--- config.mk ---
export PLATFORM = sky130hd
export DESIGN_NAME = hazard_stall_scheduler
export DESIGN_NICKNAME = d
export VERILOG_FILES = /design/src/rtl/hazard_stall_scheduler.sv
export SDC_FILE = /design/constraint.sdc
export NUM_CORES = 1
export LEC_CHECK = 0
export ABC_AREA = 1
export CORE_ASPECT_RATIO = 0.8
export CORE_MARGIN = 1
export CORE_UTILIZATION = 45
export CTS_CLUSTER_DIAMETER = 120
export DETAILED_ROUTE_END_ITERATION = 10
export PLACE_DENSITY = 0.82
export SYNTH_ARGS = -nofsm -noshare
export SYNTH_HDL_FRONTEND = slang
export SYNTH_SLANG_ARGS = --single-unit
--- constraint.sdc ---
create_clock -name clk_i -period 1.75 [get_ports clk_i]
set_input_delay 0.35 -clock clk_i [delete_from_list [all_inputs] [get_ports clk_i]]
set_output_delay 0.35 -clock clk_i [all_outputs]
set_load 0.01 [all_outputs]
--- src/rtl/hazard_stall_scheduler.sv ---
// hazard_stall_scheduler: merges load-use, branch-operand and data-memory-wait stalls into per-stage pipeline controls
module hazard_stall_scheduler #(
    parameter int TIMEOUT = 64,
    parameter int CNT_W   = 32
) (
    input  logic             clk_i,
    input  logic             rst_i,
    input  logic [4:0]       id_rs1,
    input  logic [4:0]       id_rs2,
    input  logic             id_use_rs1,
    input  logic             id_use_rs2,
    input  logic             id_is_branch,
    input  logic             branch_taken,
    input  logic             ex_memread,
    input  logic             ex_regwrite,
    input  logic [4:0]       ex_rd,
    input  logic             mem_req,
    input  logic             dmem_ready,
    output logic             pc_write,
    output logic             ifid_write,
    output logic             ifid_flush,
    output logic             idex_bubble,
    output logic             pipe_freeze,
    output logic [1:0]       state_o,
    output logic             mem_timeout,
    output logic [CNT_W-1:0] stall_cycles
);
    localparam int WW = $clog2(TIMEOUT + 1);
    typedef enum logic [1:0] {RUN = 2'd0, BR_LOAD2 = 2'd1} state_t;
    state_t state, state_n;
    logic [WW-1:0] wait_cnt;
    logic hz, memwait, stall;
    assign hz = (ex_rd != 5'd0) & ((ex_rd == id_rs1 & id_use_rs1) | (ex_rd == id_rs2 & id_use_rs2));
    assign memwait = mem_req & ~dmem_ready;
    assign stall = ~rst_i & ~memwait & ((state != RUN) | (hz & (ex_memread | (id_is_branch & ex_regwrite))));
    assign pipe_freeze = ~rst_i & memwait;
    assign pc_write = ~rst_i & ~memwait & ~stall;
    assign ifid_write = pc_write;
    assign idex_bubble = rst_i | stall;
    assign ifid_flush = rst_i | (pc_write & id_is_branch & branch_taken);
    assign state_o = state;
    always_comb begin
        state_n = state;
        if (rst_i)
            state_n = RUN;
        else if (!memwait)
            state_n = (state == RUN && ex_memread && hz && id_is_branch) ? BR_LOAD2 : RUN;
    end
    always_ff @(posedge clk_i) begin
        if (rst_i) begin
            state        <= RUN;
            wait_cnt     <= '0;
            mem_timeout  <= 1'b0;
            stall_cycles <= '0;
        end else begin
            state    <= state_n;
            wait_cnt <= pipe_freeze ? ((wait_cnt == WW'(TIMEOUT)) ? wait_cnt : wait_cnt + 1'b1) : '0;
            if (pipe_freeze && wait_cnt == WW'(TIMEOUT - 1))
                mem_timeout <= 1'b1;
            if (!pc_write && !(&stall_cycles))
                stall_cycles <= stall_cycles + 1'b1;
        end
    end
endmodule
==> flow_summary.toml, run 1 <==
[final_layout]
layout.cells.non_filler = 630
drive_above_1_share_pct = 31.9
fin_nets = 579
antenna-diode-count = 0
area_growth_syn_to_layout_pct = 53.2
fillers = 420

[critical_path]
r2r_end = "stall_cycles[27]"
r2r_cells = 12
crit_path_end_kind = "flip-flop"
cp_data_arrival_time_ps = 2050
worstSetupPathType = "flip-flop to flip-flop"
worstPathRequired_ps = 2000
cp_max_fo = 5
start_kind = "flip-flop"
crit_start = "stall_cycles[8]"
reg2reg_from = "stall_cycles[8]"
regToRegSetupSlack_ps = -50

[synthesis]
synth_warnings = 0
ys.flop_type = "dfxtp_1"
synth_edf_count = 0
yosysSeqAreaShare_pct = 31.0
yosys.area.top_type = "dfxtp_1"
synth.avg_cell_area_um2 = 5.83
synthCells = 454
synth_nets = 482
synth_top_area_share_pct = 31.0
synthTopCellsByCount = "nand2_1, nor2_1, inv_1"
synth.cell_area_um2 = 2650
ys_ff_latch = 41
synth_most_common_cell = "nand2_1"
synthTopCellsByArea = "dfxtp_1, nand2_1, nor2_1"
async_flop_share_pct = 0
netlist-cell-type-count = 26

[sta]
slew_violations = 0
fin_crit_ps = 1800
finClkSkew_ps = 3.92
hold_viol_final = 0
setup_slack_ps = -50.8
setup_viol = 4
max_freq_ghz = 0.555
hold-worst-slack_ps = 479
tns_ps = -123
rsz0062_at_grt = "true"
min_period_over_period_pct = 103

[hold_path]
worstHoldPathType = "flip-flop to flip-flop"
hold-path-cell-count = 2
hold_start = "mem_timeout"
hold_end = "mem_timeout"

[global_route]
grt_pass1_wl_um = 11900
grt_max_degree = 45
antenna_found_initial = 0
grt_pass1_vias = 2711
grt_usage_pct = 24.1
overflow = 0

[place]
place_hpwl_um = 5080
dp.cells = 608
port_buffers = 63
routabilityCongestion = 0.869

[floorplan]
start_util_pct = 47.6
dieArea_um2 = 6190
die_h_um = 70.6
core_um2 = 5560
row_count = 24
dieWidth_um = 87.7
io_pins = 65

[routing]
drc_errors = 0
drt_iter0_markers = 234
drt_wl_total_um = 8430
avgViaCountPerCell = 5.19
postRouteAntennaNets = 0
wl_per_cell_um = 13.4
num_vias = 3271
drtPass1Iterations = 5

[clocking]
htreeDepth = 2
ctsHoldBuffers = 0
cts-root-buf = "clkbuf_8"
numCtsBuffers = 5
clk_pin_slew_ps = 80
cts_buffer_depth = 2
cts_tree = "done"
cts_sinks = 41
clock_latency_ps = 310

[pwr]
p_per_area_nw_per_um2 = 460
vdd_drop_max_mv = 0.401
p_total_mw = 1.87
leakage_nw = 1.78

[outcome]
status = "finished, violations left"
violations = "setup timing"

[job]
drv_cap = 0
worst max path at each step:
stage | end | slack, ps
detailed placement | idex_bubble | -800
finish | stall_cycles[27] | -50
CTS | stall_cycles[15] | -9
floorplan | pc_write | 7
global placement | idex_bubble | -720
global route | stall_cycles[27] | -140
state kept, by name (all words and copies together) (netlist names):
name          cells
state_o           1
stall_cycles     32
mem_timeout       1
wait_cnt          7
layout make-up:
type / instances / area, µm² / area share (%)
timing repair buffer: 102 / 938 / 23.1
sequential: 41 / 833 / 20.6
clock inverter: 2 / 10.0 / 0.247
clock buffer: 6 / 72.6 / 1.79
tap: 78 / 97.6 / 2.41
inverter: 70 / 265 / 6.54
multi-input combinational: 331 / 1840 / 45.3
per-layer routing:
| layer | track usage [%] | vias up | part of all wire, % |
|---|---|---|---|
| met1 | 31.1 | 1500 | 42 |
| met3 | 5.13 | 23 | 7.2 |
| li1 | - | 1606 | - |
| met5 | 0 | - | 0 |
| met4 | 7.10 | 0 | 2.0 |
| met2 | 40.2 | 142 | 49 |
power by group:
group	switching, mW	internal, mW	total, mW
clock network	0.344	0.277	0.621
logic	0.163	0.134	0.297
registers	0.00811	0.941	0.949
total	0.515	1.35	1.87
timing repair:
item | CTS | global route
buffers inserted | 3 | 9
resized for setup | 74 | 138
setup endpoints to repair | 37 | 37
pin swaps | 24 | 71
cloned | 0 | 2
worst max-delay path, cell delays in order, from the launching register on:
cell and delay [ps]:
dfxtp_1 440, nand2_1 120, nor2_2 140, nand3_4 110
nor2_4 190, buf_6 130, nand3_4 100, buf_6 160
nand2_4 70, nor2_4 30, nand3_1 80, nand2_1 70
nor2_1 110
per-stage QoR:
| step | instance area (µm²) | utilization, % | worst slack (ps) |
|---|---|---|---|
| after floorplan | 2650 | - | 7.35 |
| after CTS | 3640 | 65.5 | -8.90 |
| after global placement | 3500 | 62.9 | -723 |
| final | 4050 | 73.0 | -50.8 |
| after detailed placement | 3500 | 62.9 | -800 |
| after global routing | 4050 | 73.0 | -139 |
cells in the final DEF, fill, tap and decap left out, types with 3 or more instances in the layout:
master / instances
buf_4: 28
nand2_1: 108
nor3_1: 3
buf_6: 11
inv_1: 49
nor2_4: 8
clkbuf_8: 5
dfxtp_1: 31
a21oi_2: 12
buf_2: 6
nor2_1: 63
dlymetal6s2s_1: 5
clkbuf_2: 10
nand2_4: 6
nand2_2: 11
nor3_2: 6
a21oi_1: 26
dfxtp_2: 10
nand3_2: 15
clkdlybuf4s50_1: 35
nor2_2: 15
nand3_1: 34
nand4_1: 7
nand3_4: 3
inv_2: 19
logic make-up after synthesis:
family | after synthesis | synth area share [%]
adder cells (fa/ha/maj) | 3 | 1.42
AO/OA/AOI/OAI | 42 | 7.99
other | 1 | 0.142
flip-flops | 41 | 31.0
XOR/XNOR | 2 | 0.662
AND/OR/NAND/NOR | 282 | 45.4
buffers and inverters | 83 | 13.4
(Power assumes the default switching activity.)
==> run 2: changes to the inputs <==
- CORE_ASPECT_RATIO: 0.8 -> not set
==> run 2 against run 1 <==
Net effect:
- the run still ends with setup timing left
- die area hardly changed
- fmax is 2.3% higher
- setup slack better by 40 ps
- utilization is 1.3 points lower
- sequential power hardly changed
- design area is 1.4% lower
- cell count is 1.6% lower
- register-to-register slack better by 40 ps
- clock power is 30% higher
- critical path depth is 3 lower
- clock-buffer cell count is 1 higher
- sequential cell count stayed put
==> flow_summary.toml, run 2 (same netlist as run 1, synthesis figures left out) <==
[outcome]
status = "finished, violations left"
violations = "setup timing"

[sta]
min_period_over_period_pct = 101
setup_viol = 2
hold_viol_final = 0
rsz0062_at_grt = "true"
finClkSkew_ps = 9.22
tns_ps = -20.8
fin_crit_ps = 1760
setup_slack_ps = -10.8
max_freq_ghz = 0.568
slew_violations = 0

[place]
port_buffers = 63
routabilityCongestion = 0.829
place_hpwl_um = 4870
place_area_um2 = 3530

[final_layout]
top_register = "stall_cycles"
final_cell_area_um2 = 4000
antenna-diode-count = 0
fillers = 449
drive_above_1_share_pct = 31.4
largest_reg_flops = 32
reg_top3 = "stall_cycles x32, wait_cnt x7"
layout_common_cells = "nand2_1, nor2_1, inv_1"
area_growth_syn_to_layout_pct = 51.0
fin_nets = 575
final_common_cell = "nand2_1"

[critical_path]
cp_max_fo = 5
worstPathRequired_ps = 1940
crit_cells = 9
cp_slowest_cell = "dfxtp_1"
timing.critical_path.mode_cell = "nor2_1"
cp_data_arrival_time_ps = 1950
path_cells = "nand2_1 -> nor2_1 -> nand3_2 -> nor2_4 -> nand4_1 -> nand2_1 -> nor2_1 -> a21oi_1 -> nor2_1"
r2r_cells = 9
start_kind = "flip-flop"
worstSetupPathType = "flip-flop to flip-flop"
crit_path_end_kind = "flip-flop"
crit_buf_inv = 0
cpLargestDelayFamily = "simple AND/OR/NAND/NOR gates"
slowest_delay_ps = 340

[global_route]
grt_pass1_vias = 2850
overflow = 0
grt_usage_pct = 22.9
grt_max_degree = 41
antenna_found_initial = 0
grt_pass1_wl_um = 11600

[routing]
drtPass1Iterations = 4
num_vias = 3152
drt_wl_total_um = 7270
wl_per_cell_um = 11.7
avgViaCountPerCell = 5.08
drc_errors = 0
postRouteAntennaNets = 0
drt_iter0_markers = 150

[clocking]
cts_sinks = 41
clk_pin_slew_ps = 80
numCtsBuffers = 5
cts_buffer_depth = 2
htreeDepth = 2
cts-root-buf = "clkbuf_8"
clock_latency_ps = 300
cts_tree = "done"

[floorplan]
start_util_pct = 47.5
die_h_um = 78.7
core_um2 = 5570
dieWidth_um = 78.7
dieArea_um2 = 6190
io_pins = 65
row_count = 27

[pwr]
p_total_mw = 2.05
leakage_nw = 1.76
p_per_area_nw_per_um2 = 513
vdd_drop_max_mv = 0.302

[job]
drv_cap = 0

[hold_path]
hold-path-cell-count = 3
worstHoldPathType = "input port to flip-flop"
-- run 2: per-layer routing --
metal	vias up	track usage [%]	wire length, µm
met4	0	8.70	104
li1	1601	-	-
met5	-	0	0
met3	13	4.77	378
met1	1443	25.7	2920
met2	95	41.8	3860
-- run 2: tightest hold or removal path, stage by stage --
cell,delay [ps]
dlymetal6s2s_1,140
nand3_1,90
o22ai_1,70
-- run 2: worst paths after layout --
kind                                  startpoint                to  slack, ps
worst max-delay path            stall_cycles[16]  stall_cycles[19]        -10
worst min-delay path                  ex_memread        state_o[0]        400
worst max register to register  stall_cycles[16]  stall_cycles[19]        -10
worst min register to register       wait_cnt[3]       wait_cnt[3]        480
-- run 2: final cells by class --
class / count / area (µm²) / area share (%)
multi-input cells: 331 / 1830 / 45.8
repair buffers: 98 / 860 / 21.5
flip-flops and latches: 41 / 831 / 20.8
inverters: 70 / 268 / 6.70
well taps: 72 / 90.1 / 2.25
clock buffers: 7 / 86.3 / 2.16
clock inverters: 1 / 30.0 / 0.751
-- run 2: timing repair --
| item | CTS | global route |
|---|---|---|
| pin swaps | 25 | 63 |
| cloned | 1 | 0 |
| hold buffers | 0 | 0 |
| setup endpoints to repair | 37 | 39 |
| buffers inserted | 1 | 3 |
| gates resized for setup | 78 | 125 |
-- run 2: stage by stage --
step	util, %	setup WS [ps]	hold slack [ps]	std cells
after global routing	71.7	-130	399	620
after detailed placement	63.3	-766	468	607
after floorplan	-	7.35	453	454
after CTS	66.9	-71.2	487	617
after global placement	63.3	-711	442	607
final	71.7	-10.8	404	620
-- run 2: power by group --
part           total (mW)  switching (mW)  internal, mW
combinational       0.290           0.160         0.130
clock               0.810           0.345         0.466
sequential          0.949         0.00766         0.941
total                2.05           0.513          1.54
==> run 3: changes to the inputs <==
- MAX_ROUTING_LAYER: not set -> met4
==> run 3 against run 2 <==
Net effect:
- the flow still finishes with violations (setup timing)
- via count is essentially flat
- combinational power is essentially flat
- sequential share of layout area is the same
- utilization is the same
- fmax shrank 1.1%
- largest cell class unchanged
- non-clock buffer count is the same
- critical path depth is the same
- register-to-register slack lost 20 ps
==> flow_summary.toml, run 3 (same netlist as run 1, synthesis figures left out) <==
[critical_path]
crit_buf_inv = 0
worstSetupPathType = "flip-flop to flip-flop"
cp_slowest_cell = "dfxtp_1"
crit_path_end_kind = "flip-flop"
cpLargestDelayFamily = "simple AND/OR/NAND/NOR gates"
timing.critical_path.mode_cell = "nor2_1"
cp_max_fo = 5
worstPathRequired_ps = 1940
slowest_delay_ps = 340
path_cells = "nand2_1 -> nor2_1 -> nand3_2 -> nor2_4 -> nand4_1 -> nand2_1 -> nor2_1 -> a21oi_1 -> nor2_1"
r2r_cells = 9
reg2reg_from = "stall_cycles[16]"
start_kind = "flip-flop"
regToRegSetupSlack_ps = -30
r2r_end = "stall_cycles[19]"
cp_data_arrival_time_ps = 1970

[routing]
drc_errors = 0
drtPass1Iterations = 4
drt_iter0_markers = 155
wl_per_cell_um = 11.8
avgViaCountPerCell = 5.09
postRouteAntennaNets = 0
num_vias = 3153
drt_wl_total_um = 7340

[sta]
hold_viol_final = 0
slew_violations = 0
tns_ps = -53.3
rsz0062_at_grt = "true"
max_freq_ghz = 0.561
fin_crit_ps = 1780
setup_viol = 3
min_period_over_period_pct = 102
setup_slack_ps = -31.1
finClkSkew_ps = 9.10

[clocking]
clk_pin_slew_ps = 80
htreeDepth = 2
cts_sinks = 41
numCtsBuffers = 5
cts-root-buf = "clkbuf_8"
cts_tree = "done"
cts_buffer_depth = 2
clock_latency_ps = 300

[final_layout]
final_cell_area_um2 = 4000
final_common_cell = "nand2_1"
antenna-diode-count = 0
largest_reg_flops = 32
fin_nets = 575
drive_above_1_share_pct = 31.4
area_growth_syn_to_layout_pct = 51.0
reg_top3 = "stall_cycles x32, wait_cnt x7"
layout_common_cells = "nand2_1, nor2_1, inv_1"
top_register = "stall_cycles"
layout.cells.non_filler = 620

[place]
place_area_um2 = 3530
port_buffers = 63
dp.cells = 607
routabilityCongestion = 0.841
place_hpwl_um = 4870

[pwr]
leakage_nw = 1.76
p_per_area_nw_per_um2 = 513
p_total_mw = 2.05
vdd_drop_max_mv = 0.302

[outcome]
violations = "setup timing"
status = "finished, violations left"

[floorplan]
core_um2 = 5570
io_pins = 65
row_count = 27
die_h_um = 78.7
dieWidth_um = 78.7
dieArea_um2 = 6190
start_util_pct = 47.5

[global_route]
grt_max_degree = 41
overflow = 0
grt_pass1_vias = 2849
antenna_found_initial = 0
grt_pass1_wl_um = 11600
grt_usage_pct = 23.5

[hold_path]
hold_end = "state_o[0]"
hold-path-cell-count = 3
hold_start = "ex_memread"
worstHoldPathType = "input port to flip-flop"

[job]
drv_cap = 0
==> run 3: cell counts in the layout (fill, tap and decap cells not counted) <==
No cell type changed its count.
==> run 3: worst max path at each step <==
| stage | startpoint | endpoint | slack (ps) | depth (start not counted) |
|---|---|---|---|---|
| floorplan | ex_rd[0] | pc_write | 7 | 12 |
| global placement | ex_rd[2] | ifid_flush | -710 | 10 |
| detailed placement | ex_rd[2] | ifid_flush | -770 | 10 |
| CTS | dmem_ready | ifid_flush | -70 | 6 |
| global route | stall_cycles[0] | stall_cycles[15] | -130 | 11 |
| finish | stall_cycles[16] | stall_cycles[19] | -30 | 9 |
==> run 3: metrics by stage <==
step	utilization (%)	setup WS (ps)	hold WS, ps
6_report	71.7	-31.1	406
5_1_grt	71.7	-130	399
4_1_cts	66.9	-71.2	487
3_5_place_dp	63.3	-766	468
3_3_place_gp	63.3	-711	442
2_1_floorplan	-	7.35	453
==> run 3: where the power goes <==
| part | switching, mW | internal [mW] |
|---|---|---|
| logic | 0.161 | 0.130 |
| registers | 0.00774 | 0.941 |
| clock network | 0.345 | 0.466 |
| total | 0.513 | 1.54 |
==> run 3: layout make-up <==
class,instances,area [µm²]
multi-input cells,331,1830
fillers,449,1580
repair buffers,98,860
flip-flops and latches,41,831
inverters,70,268
well taps,72,90.1
clock buffers,7,86.3
clock inverters,1,30.0
==> run 3: per-layer routing <==
metal	wire (µm)	up-vias	GRT usage [%]	share of wire (%)
met5	0	-	-	0
met4	102	0	8.70	1.4
met3	352	13	4.30	4.8
met2	3860	90	41.8	53
met1	3030	1446	25.9	41
li1	-	1604	-	-
==> run 3: worst min-delay path, cell delays in order <==
cell and delay (ps):
dlymetal6s2s_1 140, nand3_1 90, o22ai_1 70
==> run 3: timing repair <==
item | in CTS | in global routing
gates resized for setup | 78 | 125
hold buffers | 0 | 0
buffers inserted | 1 | 3
setup endpoints to repair | 37 | 39
pin swaps | 25 | 63
hold endpoints to repair | 0 | 0
cloned | 1 | 0
